`src/rtl/spi_ram_pkg.sv`:
```
// Shared definitions for the SPI master / SPI slave / RAM subsystem:
// command opcodes, frame geometry and the master state encoding.
package spi_ram_pkg;

  localparam logic [1:0] CMD_WR_ADDR = 2'b00;
  localparam logic [1:0] CMD_WR_DATA = 2'b01;
  localparam logic [1:0] CMD_RD_ADDR = 2'b10;
  localparam logic [1:0] CMD_RD_DATA = 2'b11;

  localparam int FRAME_BITS = 10;
  localparam int DATA_BITS  = 8;

  typedef enum logic [2:0] {
    ST_IDLE  = 3'd0,
    ST_SEL   = 3'd1,
    ST_SHIFT = 3'd2,
    ST_TURN  = 3'd3,
    ST_RECV  = 3'd4,
    ST_END   = 3'd5
  } master_state_t;

endpackage

```
`src/rtl/spi_master.sv`:
```
// Command-issuing SPI master: serialises one {op, payload} frame per accepted
// command MSB-first and, for read-data commands, captures the returned byte.
module spi_master
  import spi_ram_pkg::*;
#(
  parameter int RD_TURN = 2
) (
  input  logic                 clk,
  input  logic                 rst_n,
  input  logic                 cmd_valid,
  output logic                 cmd_ready,
  input  logic [1:0]           cmd_op,
  input  logic [DATA_BITS-1:0] cmd_payload,
  output logic                 SS_n,
  output logic                 MOSI,
  input  logic                 MISO,
  output logic                 done,
  output logic                 rd_valid,
  output logic [DATA_BITS-1:0] rd_data
);

  localparam logic [3:0] SHIFT_LAST = 4'(FRAME_BITS - 1);
  localparam logic [3:0] TURN_LAST  = 4'(RD_TURN - 1);
  localparam logic [3:0] RECV_LAST  = 4'(DATA_BITS - 1);

  master_state_t         r_state, w_state_nxt;
  logic [3:0]            r_cnt, w_cnt_nxt;
  logic [FRAME_BITS-1:0] r_shreg, w_shreg_nxt;
  logic [DATA_BITS-1:0]  r_rd_shift, w_rd_shift_nxt;
  logic                  r_rd_cmd, w_rd_cmd_nxt;
  logic                  r_ss_n, w_ss_n_nxt;
  logic                  r_mosi, w_mosi_nxt;
  logic                  r_done, w_done_nxt;
  logic                  r_rd_valid, w_rd_valid_nxt;
  logic [DATA_BITS-1:0]  r_rd_data, w_rd_data_nxt;
  logic                  w_accept;

  assign cmd_ready = (r_state == ST_IDLE);
  assign w_accept  = cmd_valid && cmd_ready;

  // Next-state decode
  always_comb begin
    w_state_nxt = r_state;
    case (r_state)
      ST_IDLE: begin
        if (cmd_valid) w_state_nxt = ST_SEL;
        else           w_state_nxt = ST_IDLE;
      end
      ST_SEL: w_state_nxt = ST_SHIFT;
      ST_SHIFT: begin
        if (r_cnt != SHIFT_LAST) w_state_nxt = ST_SHIFT;
        else if (!r_rd_cmd)      w_state_nxt = ST_END;
        else if (RD_TURN == 0)   w_state_nxt = ST_RECV;
        else                     w_state_nxt = ST_TURN;
      end
      ST_TURN: begin
        if (r_cnt == TURN_LAST) w_state_nxt = ST_RECV;
        else                    w_state_nxt = ST_TURN;
      end
      ST_RECV: begin
        if (r_cnt == RECV_LAST) w_state_nxt = ST_END;
        else                    w_state_nxt = ST_RECV;
      end
      ST_END:  w_state_nxt = ST_IDLE;
      default: w_state_nxt = ST_IDLE;
    endcase
  end

  // Datapath and output values for the upcoming cycle, keyed on the next state
  // so that every pin comes straight from a flop.
  always_comb begin
    w_shreg_nxt    = r_shreg;
    w_rd_shift_nxt = r_rd_shift;
    w_rd_cmd_nxt   = r_rd_cmd;
    w_ss_n_nxt     = 1'b1;
    w_mosi_nxt     = 1'b0;
    w_done_nxt     = 1'b0;
    w_rd_valid_nxt = 1'b0;
    w_rd_data_nxt  = r_rd_data;

    if ((w_state_nxt == r_state) && (r_state != ST_IDLE)) w_cnt_nxt = r_cnt + 4'd1;
    else                                                    w_cnt_nxt = 4'd0;

    if (w_accept) begin
      w_shreg_nxt  = {cmd_op, cmd_payload};
      w_rd_cmd_nxt = (cmd_op == CMD_RD_DATA);
    end else if (w_state_nxt == ST_SHIFT) begin
      w_shreg_nxt = {r_shreg[FRAME_BITS-2:0], 1'b0};
    end else begin
      w_shreg_nxt = r_shreg;
    end

    if (r_state == ST_RECV) w_rd_shift_nxt = {r_rd_shift[DATA_BITS-2:0], MISO};
    else                    w_rd_shift_nxt = r_rd_shift;

    case (w_state_nxt)
      ST_SEL: begin
        w_ss_n_nxt = 1'b0;
        w_mosi_nxt = cmd_op[1];
      end
      ST_SHIFT: begin
        w_ss_n_nxt = 1'b0;
        w_mosi_nxt = r_shreg[FRAME_BITS-1];
      end
      ST_TURN, ST_RECV: w_ss_n_nxt = 1'b0;
      ST_END: begin
        w_done_nxt = 1'b1;
        // The last MISO bit is sampled on the same edge that enters END.
        if (r_rd_cmd) begin
          w_rd_valid_nxt = 1'b1;
          w_rd_data_nxt  = w_rd_shift_nxt;
        end else begin
          w_rd_data_nxt  = r_rd_data;
        end
      end
      default: w_ss_n_nxt = 1'b1;
    endcase
  end

  // State register
  always_ff @(posedge clk or negedge rst_n) begin
    if (!rst_n) r_state <= ST_IDLE;
    else        r_state <= w_state_nxt;
  end

  // Datapath and output registers
  always_ff @(posedge clk or negedge rst_n) begin
    if (!rst_n) begin
      r_cnt      <= 4'd0;
      r_shreg    <= '0;
      r_rd_shift <= '0;
      r_rd_cmd   <= 1'b0;
      r_ss_n     <= 1'b1;
      r_mosi     <= 1'b0;
      r_done     <= 1'b0;
      r_rd_valid <= 1'b0;
      r_rd_data  <= '0;
    end else begin
      r_cnt      <= w_cnt_nxt;
      r_shreg    <= w_shreg_nxt;
      r_rd_shift <= w_rd_shift_nxt;
      r_rd_cmd   <= w_rd_cmd_nxt;
      r_ss_n     <= w_ss_n_nxt;
      r_mosi     <= w_mosi_nxt;
      r_done     <= w_done_nxt;
      r_rd_valid <= w_rd_valid_nxt;
      r_rd_data  <= w_rd_data_nxt;
    end
  end

  assign SS_n     = r_ss_n;
  assign MOSI     = r_mosi;
  assign done     = r_done;
  assign rd_valid = r_rd_valid;
  assign rd_data  = r_rd_data;

endmodule

```
`config.mk`:
```
export PLATFORM = sky130hd
export DESIGN_NAME = spi_master
export DESIGN_NICKNAME = d
export VERILOG_FILES = /design/src/rtl/spi_ram_pkg.sv /design/src/rtl/spi_master.sv
export SDC_FILE = /design/constraint.sdc
export NUM_CORES = 1
export LEC_CHECK = 0
export CAP_MARGIN = 25
export CORE_MARGIN = 5
export CORE_UTILIZATION = 30
export DETAILED_ROUTE_END_ITERATION = 8
export HOLD_SLACK_MARGIN = 0.15
export PLACE_DENSITY = 0.54
export SLEW_MARGIN = 30
export SYNTH_ARGS = -nofsm -noshare
export SYNTH_HDL_FRONTEND = slang
export SYNTH_SLANG_ARGS = --single-unit
```
`constraint.sdc`:
```
create_clock -name clk -period 2.24 [get_ports clk]
set_clock_uncertainty 0.15 [all_clocks]
set_input_delay 0.448 -clock clk [delete_from_list [all_inputs] [get_ports clk]]
set_output_delay 0.448 -clock clk [all_outputs]
set_load 0.05 [all_outputs]
```
# After elaboration in Yosys (flattened, before gate mapping)
# Index checks and enable logic that the tools add are counted.
# totals
reg_bits	38
out_inout_bits	13
# op_classes
add_sub_neg	1
n_eq_ne	14
n_mux	15
n_reduce_logical	7
# op_table
operator	n
two-way mux 10 bit	2
one-hot mux 3 bit (5 select lines)	1
equality test 3 x 2 -> 1 bit (second input constant)	4
equality test 3 bit (second input constant)	3
two-way mux 3 bit	3
two-way mux 8 bit	1
equality test 3 x 1 -> 1 bit (second input constant)	2
two-way mux 1 bit	6
adder 4 x 1 -> 4 bit (second input constant)	1
equality test 4 x 1 -> 1 bit (second input constant)	1
equality test 4 x 3 -> 1 bit (second input constant)	1
two-way mux 4 bit	1
!= test 4 bit (second input constant)	1
OR reduction 4 bit	1
equality test 3 bit	1
zero test 3 bit	1
nonzero test 3 bit	1
equality test 2 bit (second input constant)	1
logical AND 1 bit	2
one-hot mux 1 bit (2 select lines)	1
AND reduction 2 bit	1
nonzero test 2 bit	1

# Logic depth before layout (Yosys ltp)
# logic_depth
ltp_word	6
depth_mapped	9
depth_no_buf	8

# Worst setup path after synthesis
# Ideal clock, no wire load.
# synth_timing
path_kind	reg2out
startpoint	register r_state[2]
endpoint	output cmd_ready
arrival_time_ps	1626
required_time_ps	1642
slack_ps	16
path_stages_with_launch	3
n_path_buf	1
cell_sequence	dfrtp_1 -> buf_6 -> nor3_1
# synth_between
elab_chain_cells	1
# synth_lines
element	line	source
from (decl)	spi_master.sv:26	master_state_t r_state, w_state_nxt;
from (signal assigned)	spi_master.sv:123	else r_state <= w_state_nxt;
zero test 3 bit	spi_master.sv:38	assign cmd_ready = (r_state == ST_IDLE);
to (decl)	spi_master.sv:11	output logic cmd_ready,
# No other way between the ends.

# Final worst setup path
# layout_timing
startpoint	register r_cnt[1]
endpoint	register r_shreg[4]
# layout_between
elab_chain_cells	5
word_cells_on_any_way	9
# layout_lines
element	line	source
from (decl)	spi_master.sv:27	logic [3:0] r_cnt, w_cnt_nxt;
from (signal assigned)	spi_master.sv:139	r_cnt <= w_cnt_nxt;
equality test 4 x 3 -> 1 bit (tied with other cells)	spi_master.sv:61	if (r_cnt == RECV_LAST) w_state_nxt = ST_END;
two-way mux 1 bit (tied with other cells)	spi_master.sv:61	
one-hot mux 3 bit (5 select lines) (*)	spi_master.sv:44	case (r_state)
via w_state_nxt[0]	spi_master.sv:26	
equality test 3 x 2 -> 1 bit (*)	spi_master.sv:87	end else if (w_state_nxt == ST_SHIFT) begin
nonzero test 2 bit (no source line) (*)	-	
to (signal assigned)	spi_master.sv:140	r_shreg <= w_shreg_nxt;
to (decl)	spi_master.sv:28	logic [FRAME_BITS-1:0] r_shreg, w_shreg_nxt;
# The timed path passes the listed nets; every way through them passes the cells marked *.
# A chain may end at the register's enable or synchronous reset.

==> flow_summary.ini <==
[place]
port_buffers = 26
place_area_um2 = 2050
gp_congestion = 0.733
hpwl_um = 2360

[flow_run]
cap_viol_max_count = 0

[global_routing]
antenna_found_initial = 0
grt_pass1_wl_um = 5710
grt_usage = 0.0992
grt_remaining_overflow = 0
grt_pass1_vias = 1262
grt_max_degree = 39

[final_layout]
regArea_um2 = 952
utilization = 0.395
num_antenna_cells = 0
syn2layout_area_growth_pct = 28.0
nNetsFinal = 187
drive_gt1_frac = 0.238
final_area_um2 = 2170
multi_input_area_um2 = 687
fill_cells = 533

[clock_network]
cts_tree = done
cts_sinks = 38
cts_buffers = 5
postCtsHoldBufs = 0
cts-resized-gates = 0
cts-root-buf = clkbuf_8
post_cts_buffers = 0
path_clk_slew_ns = 0.08
htree_levels = 2
clkLatencyLatePin_ns = 0.29
cts-root-to-sink-buffers = 2

[synth]
syn_nets = 155
synth.area.top_cells = dfrtp_1, mux2_2, a221o_1
netlist_instances = 139
ys.flop_type = dfrtp_1
yosys.area.top_type = dfrtp_1
synth-async-reset-ratio = 1.00
yosysTopAreaCellShare = 0.545
syn-cell-area_um2 = 1700
syn_area_per_cell_um2 = 12.2
ys_ff_latch = 38
synth_warnings = 0
ys_seq_area_frac = 0.560
synth_cell_types = 37
synth_edf_count = 0

[sta]
drv_slew = 0
min_period_ns = 2.13
max_slew_margin = 0.662
setup_violations = 0
tns_ns = 0
max_freq_ghz = 0.470
tightestPinTransition_ns = 0.506
fin_crit_sh = 0.950
rsz0062_at_grt = false
whs_ns = 0.349
hold_violations = 0

[power]
p_int_mw = 1.63
vdd_drop_max_v = 0.000522
p_per_area_nw_per_um2 = 1180
p_sw_uw = 940
p_seq_frac = 0.382
cellLeakagePower_nw = 0.996
clkPwrFrac = 0.225
pwr-share-comb = 0.393
p_sw_frac = 0.366

[drt]
drt_iter0_drc = 44
ant_nets = 0
wl_um = 3310
via_per_inst = 4.68
vias = 1141
remaining_drc_errors = 0
drt_first_pass_iters = 4
routedWlPerCell_um = 13.6

[critical_path]
crit_fanout = 9
arrival_ns = 2.15
r2r_slack_ns = 0.11
critical_path.max_stage_delay_ns = 0.40
critPathKind = reg -> reg
worstReg2RegStart = r_cnt[1]$_DFF_PN0_
timing.rr.end = r_shreg[4]$_DFFE_PN0P_
cp_slowest_cell = dfrtp_1
crit_chain = inv_1 -> ha_1 -> or2b_4 -> mux2i_1 -> o21a_2 -> inv_2 -> nor2_2 -> buf_4 -> a221o_1
end_kind = flip-flop
worstSetupStartpointType = flip-flop
worstPathRequired_ns = 2.26
reg2regPathDepth = 9
crit_path_start = r_cnt[1]$_DFF_PN0_

[die]
io_pins = 27
die_h_um = 85.3
core_um2 = 5510
rows = 27
initial_core_util = 0.309
die_w_um = 85.3
die_area_um2 = 7270

[hold_path]
hold_path.startpoint = rd_data[7]$_DFFE_PN0P_
hold_depth = 1
hp-class = reg -> reg
min_delay_worst_endpoint = rd_data[7]$_DFFE_PN0P_

[status]
status = complete, no violations
-- how the worst max path moves through the flow --
stage,cells after the start,slack (ns),end
2_1_floorplan,2,0.02,cmd_ready
3_3_place_gp,7,-0.03,r_cnt[3]$_DFF_PN0_
3_5_place_dp,7,-0.07,r_cnt[0]$_DFF_PN0_
4_1_cts,8,0.09,r_cnt[0]$_DFF_PN0_
5_1_grt,8,0.006,rd_data[7]$_DFFE_PN0P_
6_report,9,0.11,r_shreg[4]$_DFFE_PN0P_
-- sequential cells by signal (all words and copies together) (netlist names) --
name / count
rd_valid: 1
r_rd_cmd: 1
r_cnt: 4
r_rd_shift: 8
r_shreg: 10
rd_data: 8
SS_n: 1
MOSI: 1
done: 1
r_state: 3
-- area by class of cell --
class	count	share of cell area
Multi-Input combinational cell	89	0.316
Tap cell	72	0.0414
Inverter	5	0.00863
Clock buffer	5	0.0316
Sequential cell	38	0.438
Clock inverter	3	0.0207
Timing Repair Buffer	32	0.144
-- cell usage after synthesis, types with 2 or more instances --
master	instances
dfrtp_1	37
nand2_1	14
a21oi_1	13
mux2_2	13
a221o_1	8
nand3_1	5
nor2_1	5
inv_1	3
mux2_1	3
and2_1	2
buf_2	2
buf_6	2
clkbuf_1	2
ha_1	2
inv_2	2
nand3b_1	2
nor2_2	2
nor2b_1	2
o221ai_1	2
-- cell families (layout without fill, tap and decap cells) --
family / count (synthesis) / after routing / synth area share
flops: 38 / 38 / 0.560
compound gates: 28 / 28 / 0.126
mux: 17 / 17 / 0.112
buf+inv: 12 / 45 / 0.0390
xor+xnor: 2 / 2 / 0.0103
simple gates: 40 / 40 / 0.138
fa+ha+maj: 2 / 2 / 0.0147
-- through the flow --
stage,instances,setup slack (ns),power [mW]
after floorplan,139,0.0163,1.71
after global placement,236,-0.0259,1.96
after detailed placement,236,-0.0713,1.99
after CTS,244,0.0907,2.59
after global routing,244,0.00577,2.74
final,244,0.112,2.57
-- metal layers --
metal,track usage,vias up,wire length [um]
met5,0,-,0
met4,0.0446,0,60
met3,0.0330,5,101
met2,0.162,16,1590
met1,0.118,564,1570
li1,-,556,-
-- power by group through the flow --
stage | Clock, mW | Sequential (mW) | Combinational [mW]
floorplan | 0 | 0.999 | 0.710
global placement | 0 | 0.988 | 0.970
detailed placement | 0 | 0.988 | 1.00
CTS | 0.606 | 0.976 | 1.01
global route | 0.629 | 1.00 | 1.11
finish | 0.579 | 0.980 | 1.01
-- placed cells by master, fill, tap and decap left out, types with 2 or more instances in the layout --
master           count
dfrtp_1             37
clkdlybuf4s50_1     24
nand2_1             14
a21oi_1             13
mux2_2              13
a221o_1              8
buf_4                7
nor2_1               5
nand3_1              5
clkbuf_8             5
inv_1                3
mux2_1               3
nor2_2               2
inv_2                2
nand3b_1             2
nor2b_1              2
and2_1               2
ha_1                 2
clkinvlp_4           2
-- worst max-delay path, delay by kind of cell (launching register included) --
kind / cells / cell delay (ns)
flops: 1 / 0.40
fa+ha+maj: 1 / 0.14
compound gates: 2 / 0.52
mux: 1 / 0.12
simple gates: 2 / 0.36
buf+inv: 3 / 0.33
Note: power is estimated with default switching activity, not from simulation.
